--- config.mk ---
export PLATFORM = sky130hd
export DESIGN_NAME = wb_arbiter
export DESIGN_NICKNAME = d
export VERILOG_FILES = /design/src/rtl/wb_arbiter_pkg.sv /design/src/rtl/wb_fifo.sv /design/src/rtl/wb_arbiter.sv
export SDC_FILE = /design/constraint.sdc
export NUM_CORES = 1
export LEC_CHECK = 0
export ABC_AREA = 1
export CORE_MARGIN = 3
export CORE_UTILIZATION = 39
export CTS_CLUSTER_DIAMETER = 80
export DETAILED_ROUTE_END_ITERATION = 8
export GPL_ROUTABILITY_DRIVEN = 0
export MAX_ROUTING_LAYER = met4
export PLACE_DENSITY = 0.81
export SETUP_SLACK_MARGIN = 0.15
export SLEW_MARGIN = 25
export SYNTH_ARGS = -nofsm -noshare
export SYNTH_HDL_FRONTEND = slang
export SYNTH_HIERARCHICAL = 1
export SYNTH_SLANG_ARGS = --single-unit
--- constraint.sdc ---
create_clock -name i_clk -period 7.45 [get_ports i_clk]
set_input_delay 1.1175 -clock i_clk [delete_from_list [all_inputs] [get_ports i_clk]]
set_output_delay 1.1175 -clock i_clk [all_outputs]
set_load 0.05 [all_outputs]
--- src/rtl/wb_arbiter_pkg.sv ---
// wb_arbiter_pkg: shared widths and write-back request type for the write-back arbiter.
//   XLEN     - default write-back data width
//   REG_AW   - register address width (x0..x31)
//   wb_req_t - one write-back request {rd, data}
package wb_arbiter_pkg;
   localparam int XLEN   = 32;
   localparam int REG_AW = 5;
   typedef struct packed {
      logic [REG_AW-1:0] rd;
      logic [XLEN-1:0]   data;
   } wb_req_t;
endpackage

--- src/rtl/wb_fifo.sv ---
// wb_fifo: DEPTH-entry synchronous FIFO holding long-latency write-back results.
//   i_clk, i_rst_n - clock, asynchronous active-low reset (clears pointers and count)
//   i_push, i_din  - enqueue request and entry (ignored while full)
//   i_pop, o_dout  - dequeue request (ignored while empty) and current head entry
//   o_full, o_empty, o_count - occupancy status, all from the registered count
module wb_fifo
   import wb_arbiter_pkg::*;
#(
   parameter type T     = wb_req_t,
   parameter int  DEPTH = 2,
   localparam int AW    = $clog2(DEPTH),
   localparam int CW    = AW + 1
) (
   input  logic          i_clk,
   input  logic          i_rst_n,
   input  logic          i_push,
   input  T              i_din,
   input  logic          i_pop,
   output T              o_dout,
   output logic          o_full,
   output logic          o_empty,
   output logic [CW-1:0] o_count
);
   T              r_mem [DEPTH];
   logic [AW-1:0] r_wr_ptr;
   logic [AW-1:0] r_rd_ptr;
   logic [CW-1:0] r_count;
   logic          w_push;
   logic          w_pop;

   assign o_full  = r_count == CW'(DEPTH);
   assign o_empty = r_count == '0;
   assign o_count = r_count;
   assign o_dout  = r_mem[r_rd_ptr];
   assign w_push  = i_push && !o_full;
   assign w_pop   = i_pop && !o_empty;

   // DEPTH is a power of two, so the pointers wrap by plain overflow.
   always_ff @(posedge i_clk or negedge i_rst_n)
      if (!i_rst_n) begin
         r_wr_ptr <= '0;
         r_rd_ptr <= '0;
         r_count  <= '0;
      end else begin
         if (w_push) r_wr_ptr <= r_wr_ptr + AW'(1);
         if (w_pop) r_rd_ptr <= r_rd_ptr + AW'(1);
         r_count <= r_count + CW'(w_push) - CW'(w_pop);
      end

   always_ff @(posedge i_clk)
      if (w_push) r_mem[r_wr_ptr] <= i_din;
endmodule

--- src/rtl/wb_arbiter.sv ---
// wb_arbiter: merges in-order pipeline retirement and buffered long-latency results onto
// a single registered register-file write port, with a pending-register scoreboard.
//   i_clk, i_rst_n                           - clock, asynchronous active-low reset
//   i_pipe_valid/i_pipe_rd/i_pipe_data       - pipeline retire (highest priority, no backpressure)
//   i_ll_valid/i_ll_rd/i_ll_data, o_ll_ready - long-latency result handshake into the FIFO
//   i_iss_valid/i_iss_rd                     - long-latency issue, marks rd pending
//   o_pend_vec                               - registered pending scoreboard
//   o_stall_req                              - one-cycle request to idle the pipeline for a drain
//   o_wb_we/o_wb_rd/o_wb_data                - registered register-file write port
//   i_rs1_addr/i_rs2_addr, o_fwdN_hit/data   - bypass of the write port to decode
// Build option: define WB_ARBITER_BYPASS_EN to enable the bypass; otherwise fwd outputs are 0.
module wb_arbiter
   import wb_arbiter_pkg::*;
#(
   parameter int XLEN       = wb_arbiter_pkg::XLEN,
   parameter int LL_DEPTH   = 2,
   parameter int STARVE_MAX = 4
) (
   input  logic              i_clk,
   input  logic              i_rst_n,
   input  logic              i_pipe_valid,
   input  logic [REG_AW-1:0] i_pipe_rd,
   input  logic [XLEN-1:0]   i_pipe_data,
   input  logic              i_ll_valid,
   input  logic [REG_AW-1:0] i_ll_rd,
   input  logic [XLEN-1:0]   i_ll_data,
   output logic              o_ll_ready,
   input  logic              i_iss_valid,
   input  logic [REG_AW-1:0] i_iss_rd,
   output logic [31:0]       o_pend_vec,
   output logic              o_stall_req,
   output logic              o_wb_we,
   output logic [REG_AW-1:0] o_wb_rd,
   output logic [XLEN-1:0]   o_wb_data,
   input  logic [REG_AW-1:0] i_rs1_addr,
   input  logic [REG_AW-1:0] i_rs2_addr,
   output logic              o_fwd1_hit,
   output logic [XLEN-1:0]   o_fwd1_data,
   output logic              o_fwd2_hit,
   output logic [XLEN-1:0]   o_fwd2_data
);
   localparam int CW = $clog2(LL_DEPTH) + 1;
   localparam int SW = $clog2(STARVE_MAX + 1);

   typedef struct packed {
      logic [REG_AW-1:0] rd;
      logic [XLEN-1:0]   data;
   } req_t;

   req_t              w_ll_req;
   req_t              w_head;
   logic              w_empty;
   logic              w_full;
   logic [CW-1:0]     w_count;
   logic              w_pipe_win;
   logic              w_pop;
   logic              w_push;
   logic [SW-1:0]     w_starve_nxt;
   logic [31:0]       w_pend_nxt;
   logic              w_unused;
   logic [SW-1:0]     r_starve;
   logic              r_stall;
   logic [31:0]       r_pend;
   logic              r_wb_we;
   logic [REG_AW-1:0] r_wb_rd;
   logic [XLEN-1:0]   r_wb_data;

   assign w_ll_req   = '{rd: i_ll_rd, data: i_ll_data};
   // Writes to x0 are dropped at the source, so neither path can ever write x0.
   assign w_pipe_win = i_pipe_valid && i_pipe_rd != '0;
   assign w_pop      = !w_empty && !w_pipe_win;
   assign w_push     = i_ll_valid && o_ll_ready && i_ll_rd != '0;
   assign o_ll_ready = w_count < CW'(LL_DEPTH);

   wb_fifo #(.T(req_t), .DEPTH(LL_DEPTH)) u_fifo (
      .i_clk   (i_clk),
      .i_rst_n (i_rst_n),
      .i_push  (w_push),
      .i_din   (w_ll_req),
      .i_pop   (w_pop),
      .o_dout  (w_head),
      .o_full  (w_full),
      .o_empty (w_empty),
      .o_count (w_count)
   );

   // Starvation counts only cycles where a queued result loses to the pipe; the stall
   // cycle itself always restarts it so the request lasts exactly one cycle.
   // A same-cycle issue of the popped register wins over the clear: the new op is still pending.
   always_comb begin
      w_starve_nxt = (!w_empty && w_pipe_win && !r_stall) ? r_starve + SW'(1) : '0;
      w_pend_nxt   = r_pend;
      if (w_pop) w_pend_nxt[w_head.rd] = 1'b0;
      if (i_iss_valid) w_pend_nxt[i_iss_rd] = 1'b1;
      w_pend_nxt[0] = 1'b0;
   end

   always_ff @(posedge i_clk or negedge i_rst_n)
      if (!i_rst_n) begin
         r_starve  <= '0;
         r_stall   <= 1'b0;
         r_pend    <= '0;
         r_wb_we   <= 1'b0;
         r_wb_rd   <= '0;
         r_wb_data <= '0;
      end else begin
         r_starve <= w_starve_nxt;
         r_stall  <= w_starve_nxt == SW'(STARVE_MAX);
         r_pend   <= w_pend_nxt;
         r_wb_we  <= w_pipe_win || w_pop;
         if (w_pipe_win || w_pop) begin
            r_wb_rd   <= w_pipe_win ? i_pipe_rd : w_head.rd;
            r_wb_data <= w_pipe_win ? i_pipe_data : w_head.data;
         end
      end

   assign o_stall_req = r_stall;
   assign o_pend_vec  = r_pend;
   assign o_wb_we     = r_wb_we;
   assign o_wb_rd     = r_wb_rd;
   assign o_wb_data   = r_wb_data;

`ifdef WB_ARBITER_BYPASS_EN
   assign o_fwd1_hit  = r_wb_we && r_wb_rd == i_rs1_addr && i_rs1_addr != '0;
   assign o_fwd1_data = r_wb_data;
   assign o_fwd2_hit  = r_wb_we && r_wb_rd == i_rs2_addr && i_rs2_addr != '0;
   assign o_fwd2_data = r_wb_data;
   assign w_unused    = w_full;
`else
   assign o_fwd1_hit  = 1'b0;
   assign o_fwd1_data = '0;
   assign o_fwd2_hit  = 1'b0;
   assign o_fwd2_data = '0;
   assign w_unused    = ^{w_full, i_rs1_addr, i_rs2_addr};
`endif

   // The pipeline must idle while a drain is requested; the pipe still wins if it does not.
   a_no_pipe_in_stall: assert property (@(posedge i_clk) disable iff (!i_rst_n)
      !(r_stall && i_pipe_valid));
   a_no_x0_write: assert property (@(posedge i_clk) disable iff (!i_rst_n)
      !(r_wb_we && r_wb_rd == '0));
endmodule

==> flow_summary.rst, run 1 <==
.. list-table::
   :header-rows: 1

   * - Metric
     - Value
   * - Result of the run
     - finished, final reports clean
   * - Met3 routed wirelength
     - around 1200 um
   * - Crit path max fanout
     - 63
   * - Per-instance average area after synthesis
     - slightly above 9 sq um
   * - Sw Ratio
     - 44.2%
   * - Antenna violations before repair
     - 0
   * - Count of endpoints failing hold in the final timing report
     - 0
   * - Via count of the first global-routing pass
     - 5257
   * - Number of slew-limit violations in the final report
     - 0
   * - Routed via count divided by cell count
     - 4.81
   * - Kind of end point of the critical path
     - flop
   * - Required time at the endpoint of the critical path
     - 7.76 ns
   * - ANT nets after route
     - 0
   * - Summed negative setup slack over all endpoints
     - 0 ns
   * - First-pass DRT Iterations
     - 6
   * - Number of instances in the synthesized netlist
     - about 760
   * - Core area
     - 0.0175 sq mm
   * - Post-route minimum period
     - 3.53 ns
   * - Average wire per cell in the routed design
     - 15.4 um
   * - Post-detailed-routing wire length
     - 17500 um
   * - Util after Layout
     - between 50% and 60%
   * - Combinational fraction of design power
     - 45.4%
   * - Insertion delay to the later sink of the worst-skew pair
     - about 0.42 ns
   * - Post-route met1 wirelength
     - 7270 um
   * - Number of endpoints failing setup at the final stage
     - 0
   * - Highest ir drop seen on vdd
     - 240 uV
   * - Inserted Clock Buffers
     - 17
   * - HPWL after DPL
     - 12000 um
   * - Power per unit of standard cell area
     - 441 mW/mm^2
   * - Clock tree from TritonCTS
     - yes
   * - Final worst setup slack
     - 3.92 ns
   * - Cell Area, Synth
     - between 0.007 and 0.008 sq mm
   * - Max-cap check violation count
     - 0
   * - Leakage power of the design
     - 4.01 nW
   * - Number of DRC violations after detailed routing
     - 0
   * - I/O Buffers
     - 154
   * - Top Layer Used
     - met4
   * - Resized Gates After CTS
     - 0
   * - Number of standard cells in the final layout excluding fillers
     - 1142
   * - DP Cell Count
     - 1110
   * - Net switching power
     - 1.77 mW
   * - Period utilisation layout
     - 47.4%
   * - TritonCTS sink count
     - 151
   * - Max Freq
     - about 280 MHz
   * - Global-route total usage across every layer
     - 18.4%
   * - Overflow after GRT
     - 0
   * - Pin count of the biggest net entering global routing
     - 78
   * - CP Launch Type
     - input pin
   * - Initial core utilization
     - 40.2%
   * - Met2 wire len
     - roughly 8600 um
   * - Count of warnings emitted by yosys
     - 6
   * - CTS Hold Buffers Added
     - 0
   * - Arrival time of data at the critical path endpoint
     - 3.84 ns
   * - Post-route clock skew
     - 0.00811 ns
   * - Number of core rows
     - 48
   * - Post-CTS setup-driven buffer insertion count
     - 0
   * - Slew Limit Headroom
     - a little under a third
   * - Via Count
     - around 5.5k
   * - Die Span X
     - 140 um
   * - # H-tree levels
     - 4
   * - Count of inserted antenna diode cells
     - 0
   * - Class of the tightest hold or removal check
     - flop to flop
   * - Clock group share of total power
     - a little under a quarter
   * - Worst Reg-to-Reg Cells
     - 13
   * - Fraction of final layout cells sized beyond drive strength 1
     - between 4 and 5%
   * - RSZ-0062 raised after global routing
     - false
   * - Crit path kind
     - input pin to flop
   * - Clock root cell
     - clkbuf_16
   * - Die Outline Area
     - 0.0197 sq mm
   * - Final layout net count
     - 1001
   * - DR iter-0 viols
     - approximately 400
   * - Die height
     - 140 um
   * - Pre-CTS WS
     - 3.49 ns
   * - Clk pin slew, worst setup/hold paths
     - 0.06 ns
   * - Max Root-Sink Buffers
     - 2
   * - Pint
     - around 2.2 mW
   * - Depth of the worst hold-timing path
     - 2
   * - Slew at the pin with the worst max-slew slack
     - 1.03 ns
   * - First-pass GRT wire length
     - 27500 um
   * - Total I/O pin count
     - between 200 and 250
   * - Seq pwr share
     - between 30% and 40%
   * - Syn-to-layout area delta
     - 29.3%
[registers in the layout, summed over array words and instances (netlist names)]
signal,count
o_pend_vec,31
u_fifo/o_count,2
o_wb_we,1
o_wb_rd,5
o_stall_req,1
u_fifo/r_mem,74
u_fifo/r_wr_ptr,1
u_fifo/r_rd_ptr,1
o_wb_data,32
r_starve,3
[area by class of cell]
| class | count | area [sq um] |
|---|---|---|
| inverter | 29 | 109 |
| clock inverter | 13 | 193 |
| sequential | 151 | 4150 |
| tap | 225 | 282 |
| timing repair buffer | 160 | 1610 |
| multi-input combinational | 545 | 2310 |
| fill | 1500 | 8380 |
| clock buffer | 19 | 443 |
[per-stage QoR]
stage / power (mW) / area (sq um) / hold WS, ns
floorplan: 2.54 / 7280 / 0.442
global placement: 3.06 / 8430 / 0.454
global route: 4.22 / 9090 / 0.490
finish: 4.01 / 9090 / 0.474
detailed placement: 3.10 / 8450 / 0.462
CTS: 4.03 / 9090 / 0.476
[path summary, 6_finish.rpt]
path	startpoint	end	slack, ns
setup / recovery	i_pipe_valid	u_fifo/o_count[1]	3.92
hold / removal	o_pend_vec[21]	o_pend_vec[21]	0.47
setup reg to reg	u_fifo/o_count[1]	u_fifo/o_count[1]	5.32
hold reg to reg	o_pend_vec[21]	o_pend_vec[21]	0.47
max in group asynchronous	i_rst_n	o_wb_data[27]	6.23
min in group asynchronous	i_rst_n	o_pend_vec[4]	0.74
[routing by layer]
layer	global-route usage (%)	vias to the layer above
li1	-	2651
met1	22.4	2564
met2	29.8	249
met3	4.20	27
met4	7.14	0
met5	-	-
[worst max-delay path, stage by stage]
cell             delay (ns)
clkdlybuf4s50_1        0.62
nand2_4                0.40
inv_2                  0.73
nor2_1                 0.12
nand2_1                0.12
inv_1                  0.05
ha_1                   0.28
inv_1                  0.06
ha_1                   0.18
inv_1                  0.04
nand2_1                0.05
nand2_1                0.04
[layout by cell type (no fill, tap or decap), drive strengths merged]
cell / n
buf: 7
bufinv: 4
clkbuf: 19
clkdlybuf4s50: 153
clkinv: 4
clkinvlp: 2
conb: 67
dfrtp: 77
edfxtp: 74
ha: 3
inv: 32
nand2: 265
nand3: 156
nand4: 2
nor2: 41
nor3: 10
xor2: 1
[power by group through the flow]
stage | combinational, mW | sequential (mW) | clock (mW)
final | 1.82 | 1.27 | 0.916
after global routing | 1.95 | 1.30 | 0.975
after CTS | 1.83 | 1.27 | 0.934
after detailed placement | 1.82 | 1.28 | 0
after global placement | 1.78 | 1.28 | 0
after floorplan | 0.691 | 1.85 | 0
Power figures use the tool's default switching activity.
==> run 2: changes to the inputs <==
- PLACE_DENSITY: 0.81 -> 0.83
- clock period: 7.45 -> 2.9 ns (I/O delays scaled with it)
==> run 2 against run 1 <==
  * Combinational power grew to 2.6 times the previous value
  * Clock power is 140% higher
  * First-iteration DRC count up 27%
  * Sequential power rose to 2.6 times the previous value
  * Worst hold slack got worse by 0.41 ns
  * Non-clock buffer count up 4
  * Cell count up 0.53%
  * Via count increased by 1.9%
  * Die area did not move
  * Count of clock-buffer cells in the layout is 2 higher
==> flow_summary.rst, run 2 (synthesis results as in run 1) <==
.. list-table::
   :header-rows: 1

   * - Metric
     - Value
   * - Summed negative setup slack over all endpoints
     - 0 ns
   * - Insertion delay to the later sink of the worst-skew pair
     - 0.42 ns
   * - Number of standard cells in the final layout excluding fillers
     - about 1.1k
   * - Number of endpoints failing setup at the final stage
     - 0
   * - Crit path max fanout
     - 4
   * - Cell with the largest stage delay on the worst path
     - clkdlybuf4s50_1
   * - Number of DRC violations after detailed routing
     - 0
   * - First-pass DRT Iterations
     - 6
   * - Resized Gates After CTS
     - 0
   * - CP Launch Type
     - flop
   * - First-pass GRT wire length
     - ~29000 um
   * - Largest register by flop count
     - u_fifo/r_mem
   * - Max Root-Sink Buffers
     - 2
   * - Routed via count divided by cell count
     - roughly 4.9
   * - Kind of end point of the critical path
     - primary output
   * - Ordered list of cells on the worst path
     - inv_1 -> clkdlybuf4s50_1
   * - Number of buffer and inverter instances along the worst setup path
     - 2
   * - Critical R2R Launch
     - u_fifo/r_rd_ptr
   * - Via count of the first global-routing pass
     - about 5.3k
   * - Util after Layout
     - between 50% and 60%
   * - Global-route total usage across every layer
     - 19.3%
   * - Final layout net count
     - 1005
   * - Post-route minimum period
     - between 2 and 2.5 ns
   * - Die Outline Area
     - 0.0197 sq mm
   * - Die height
     - about 140 um
   * - Max Freq
     - 457 MHz
   * - TritonCTS sink count
     - 151
   * - Footprint of the flip-flops and latches
     - 0.00415 sq mm
   * - Leakage power of the design
     - roughly 4 nW
   * - Flip-flop count of the largest register after layout
     - 74
   * - Max-cap check violation count
     - 0
   * - Overflow after GRT
     - 0
   * - Worst Reg-to-Reg Cells
     - 9
   * - Endpoint of the worst-slack reg-to-reg timing path
     - o_pend_vec[26]
   * - RSZ-0062 raised after global routing
     - false
   * - Via Count
     - ~5.6k
   * - Antenna violations before repair
     - 2
   * - Power per unit of standard cell area
     - 1130 mW/mm^2
   * - Hold Worst Slack
     - 0.0612 ns
   * - Die Span X
     - 140 um
   * - DP Cell Count
     - 1114
   * - Clk pin slew, worst setup/hold paths
     - around 0.060 ns
   * - Largest stage delay on the critical path
     - 0.81 ns
   * - Crit path kind
     - flop to primary output
   * - Post-CTS setup-driven buffer insertion count
     - 0
   * - I/O Buffers
     - ~150
   * - Total I/O pin count
     - approximately 230
   * - Clock root cell
     - clkbuf_16
   * - Commonest non-fill, non-tap cell in the layout
     - nand2_1
   * - Inserted Clock Buffers
     - 17
   * - Highest ir drop seen on vdd
     - approximately 500 uV
   * - Gate family responsible for the most delay along the worst path
     - buffers and inverters
   * - Most frequent cells in the layout
     - nand2_1, nand3_1, clkdlybuf4s50_1
   * - Class of the tightest hold or removal check
     - input pin to async pin
   * - Initial core utilization
     - 40.2%
   * - Result of the run
     - finished, final reports clean
   * - Depth of the critical timing path with buffers and inverters included
     - 2
   * - Post-route clock skew
     - 0.00875 ns
   * - Pin count of the biggest net entering global routing
     - approximately 110
   * - Slew Limit Headroom
     - 50.2%
   * - Period utilisation layout
     - between 70% and 80%
   * - Number of slew-limit violations in the final report
     - 0
   * - Fraction of final layout cells sized beyond drive strength 1
     - 4.99%
   * - HPWL after DPL
     - 12500 um
   * - Post-detailed-routing wire length
     - 18500 um
   * - Multi-input gate area in the final layout
     - 0.00231 sq mm
   * - Syn-to-layout area delta
     - 29.8%
   * - Crit path to
     - o_ll_ready
   * - Overall power of the completed layout
     - 10.3 mW
   * - Number of core rows
     - 48
   * - # H-tree levels
     - 4
   * - Slew at the pin with the worst max-slew slack
     - approximately 0.74 ns
   * - Required time at the endpoint of the critical path
     - 2.47 ns
   * - Arrival time of data at the critical path endpoint
     - 1.75 ns
   * - Clock tree from TritonCTS
     - yes
   * - CTS Hold Buffers Added
     - 0
   * - DR iter-0 viols
     - 510
   * - Count of endpoints failing hold in the final timing report
     - 0
   * - Average wire per cell in the routed design
     - 16.1 um
   * - ANT nets after route
     - 0
   * - Count of fill cells added during filler insertion
     - 1493
   * - Reg-to-reg slack, setup
     - 0.85 ns
   * - Core area
     - 0.0175 sq mm
   * - Startpoint of the most critical setup path
     - u_fifo/o_count[1]
## run 2: changes by cell type in the layout (fill, tap and decap cells not counted)
cell,change
clkbuf_8,+1
bufinv_16,-1
buf_16,-1
buf_4,+1
diode_2,+2
buf_12,+4
clkbuf_1,+1
clkinv_4,+2
inv_1,+1
inv_6,-4
## run 2: report_power, final
part | switching, mW | internal (mW)
Clock | 0.845 | 1.40
Combinational | 3.41 | 1.36
Sequential | 0.350 | 2.95
## run 2: worst register-to-register path: stages, from the launching register on
cell and delay (ns):
dfrtp_1 0.67, inv_2 0.19, nand2_1 0.11, nand2_1 0.18, inv_1 0.19, nand3_1 0.21, nor2_1 0.15, nand3_1 0.09
nand2_1 0.09, nand2_1 0.05
## run 2: layout make-up
cell class / instances / area share [%]
clock buffer: 21 / 5.04
sequential: 151 / 45.4
timing repair buffer: 164 / 18.3
tap: 225 / 3.08
clock inverter: 11 / 1.63
antenna: 2 / 0.0548
multi-input combinational: 545 / 25.3
inverter: 29 / 1.19
## run 2: per-layer routing
layer  track usage, %  wire, um  vias up
met5                -         0        -
met4             6.53       391        0
met3             4.40      1270       27
met2             31.4      9230      241
met1             23.8      7620     2673
li1                 -         -     2657
## run 2: per-stage QoR
stage | instance area, sq um | setup WS, ns
floorplan | 7280 | 0.514
global placement | 8510 | 0.567
detailed placement | 8510 | 0.537
CTS | 9120 | 0.693
global route | 9130 | 0.675
finish | 9130 | 0.711
## run 2: worst min path at each step
stage | to | slack (ns) | cells after the start
6_report | o_pend_vec[6] | 0.06 | 1
3_5_place_dp | o_pend_vec[7] | 0.46 | 2
3_3_place_gp | u_fifo/r_wr_ptr | 0.45 | 2
2_1_floorplan | o_pend_vec[10] | 0.14 | 0
5_1_grt | o_pend_vec[11] | 0.12 | 1
4_1_cts | o_pend_vec[7] | 0.23 | 1
==> run 3: changes to the inputs <==
- PLACE_DENSITY: 0.83 -> 0.81
- clock period: 2.9 -> 2.15 ns (I/O delays scaled with it)
==> run 3 against run 2 <==
  * Cell count rose by 1.0%
  * Global-route usage is 0.19 points higher
  * Register-to-register slack got worse by 0.49 ns
  * Critical endpoint is now o_wb_data[29]
==> flow_summary.rst, run 3 (synthesis results as in run 1) <==
.. list-table::
   :header-rows: 1

   * - Metric
     - Value
   * - Via count of the first global-routing pass
     - approximately 5.4k
   * - Initial core utilization
     - 40.2%
   * - RSZ-0062 raised after global routing
     - false
   * - Power per unit of standard cell area
     - 1530 mW/mm^2
   * - Die Span X
     - 140 um
   * - Number of core rows
     - 48
   * - Syn-to-layout area delta
     - 32.0%
   * - Most frequent cells in the layout
     - nand2_1, nand3_1, clkdlybuf4s50_1
   * - Final layout net count
     - 1016
   * - Ordered list of cells on the worst path
     - clkdlybuf4s50_1
   * - Pin count of the biggest net entering global routing
     - between 70 and 80
   * - Die height
     - roughly 140 um
   * - Count of fill cells added during filler insertion
     - 1506
   * - Antenna violations before repair
     - 3
   * - Post-route minimum period
     - between 1.5 and 2 ns
   * - Count of endpoints failing hold in the final timing report
     - 0
   * - # H-tree levels
     - 4
   * - Class of the tightest hold or removal check
     - input pin to flop
   * - Clock root cell
     - clkbuf_16
   * - Routed via count divided by cell count
     - between 4 and 5
   * - Slew Limit Headroom
     - 55.1%
   * - Summed negative setup slack over all endpoints
     - 0 ns
   * - Crit path max fanout
     - 2
   * - Post-detailed-routing wire length
     - 18700 um
   * - Cell with the largest stage delay on the worst path
     - clkdlybuf4s50_1
   * - Number of DRC violations after detailed routing
     - 0
   * - Period utilisation layout
     - between 90% and 100%
   * - Slew at the pin with the worst max-slew slack
     - 0.671 ns
   * - Insertion delay to the later sink of the worst-skew pair
     - 0.42 ns
   * - Commonest non-fill, non-tap cell in the layout
     - nand2_1
   * - Clock tree from TritonCTS
     - yes
   * - DR iter-0 viols
     - about 500
   * - Gate family responsible for the most delay along the worst path
     - buffers and inverters
   * - HPWL after DPL
     - 12900 um
   * - TritonCTS sink count
     - 151
   * - Max Root-Sink Buffers
     - 2
   * - Result of the run
     - finished, final reports clean
   * - Net switching power
     - 6.19 mW
   * - Overflow after GRT
     - 0
   * - Reg-to-reg slack, setup
     - 0.36 ns
   * - Arrival time of data at the critical path endpoint
     - 1.65 ns
   * - First-pass GRT wire length
     - 29000 um
   * - Crit path kind
     - flop to primary output
   * - Clock group share of total power
     - about a quarter
   * - Kind of end point of the critical path
     - primary output
   * - Post-CTS setup-driven buffer insertion count
     - 0
   * - Max-cap check violation count
     - 0
   * - Total I/O pin count
     - 232
   * - ANT nets after route
     - 0
   * - Largest stage delay on the critical path
     - 0.88 ns
   * - Flip-flop count of the largest register after layout
     - 74
   * - Die Outline Area
     - 0.0197 sq mm
   * - Post-route clock skew
     - 0.00745 ns
   * - Global-route total usage across every layer
     - between 10% and 20%
   * - Pint
     - about 8.0 mW
   * - Core area
     - between 0.015 and 0.02 sq mm
   * - Max Freq
     - 507 MHz
   * - Leakage power of the design
     - roughly 4.1 nW
   * - Clk pin slew, worst setup/hold paths
     - 0.06 ns
   * - Combinational fraction of design power
     - ~45%
   * - Inserted Clock Buffers
     - 17
   * - Number of slew-limit violations in the final report
     - 0
   * - Largest register by flop count
     - u_fifo/r_mem
   * - Hold Worst Slack
     - 0.467 ns
   * - I/O Buffers
     - 154
   * - First-pass DRT Iterations
     - 7
   * - CP Launch Type
     - flop
   * - Via Count
     - 5623
   * - Fraction of final layout cells sized beyond drive strength 1
     - about 6.3%
   * - Number of buffer and inverter instances along the worst setup path
     - 1
   * - Util after Layout
     - 53.1%
   * - Average wire per cell in the routed design
     - ~16 um
   * - Highest ir drop seen on vdd
     - 835 uV
   * - Seq pwr share
     - 31.1%
   * - Sw Ratio
     - 43.6%
   * - Number of endpoints failing setup at the final stage
     - 0
   * - Required time at the endpoint of the critical path
     - about 1.8 ns
run 3: through the flow:
| step | cell area [sq um] | total power [mW] | worst slack (ns) | instances |
|---|---|---|---|---|
| 2_1_floorplan | 7290 | 8.81 | 0.155 | 825 |
| 5_1_grt | 9290 | 14.9 | 0.154 | 1160 |
| 4_1_cts | 9280 | 14.3 | 0.161 | 1157 |
| 3_5_place_dp | 8600 | 10.9 | 0.0197 | 1124 |
| 6_report | 9290 | 14.2 | 0.177 | 1160 |
| 3_3_place_gp | 8600 | 10.8 | 0.0751 | 1124 |
run 3: final timing paths:
kind / cells after the start / to / from
max: 1 / o_wb_data[29] / o_wb_data[29]
min reg2reg: 2 / o_pend_vec[4] / o_pend_vec[4]
max in group asynchronous: 3 / o_wb_data[21] / i_rst_n
min in group asynchronous: 3 / o_pend_vec[10] / i_rst_n
min: 3 / o_wb_data[24] / i_pipe_data[24]
max reg2reg: 8 / o_pend_vec[2] / u_fifo/r_rd_ptr
run 3: power groups by stage:
stage          registers [mW]  logic, mW  clock network [mW]
2_1_floorplan            6.40       2.41                   0
3_3_place_gp             4.44       6.36                   0
3_5_place_dp             4.46       6.45                   0
4_1_cts                  4.42       6.46                3.39
5_1_grt                  4.51       6.87                3.53
6_report                 4.42       6.44                3.35
run 3: final cells by class:
cell class / count / area (sq um) / share of cell area, %
diodes: 3 / 7.51 / 0.0808
clock inverters: 13 / 226 / 2.44
flip-flops and latches: 151 / 4150 / 44.7
well taps: 225 / 282 / 3.03
clock buffers: 19 / 443 / 4.77
multi-input cells: 545 / 2310 / 24.9
inverters: 29 / 113 / 1.21
repair buffers: 175 / 1760 / 18.9
run 3: per-layer routing:
layer / wire [um] / vias up / track usage, %
li1: - / 2684 / -
met1: 7570 / 2667 / 23.6
met2: 9510 / 244 / 32.5
met3: 1160 / 28 / 3.82
met4: 418 / 0 / 6.78
met5: 0 / - / -
run 3: what timing repair did:
action / CTS / global route
resized for setup: 3 / 1
endpoints found under the hold margin: 77 / 0
setup endpoints to repair: 3 / 1
hold buffers: 1 / 0
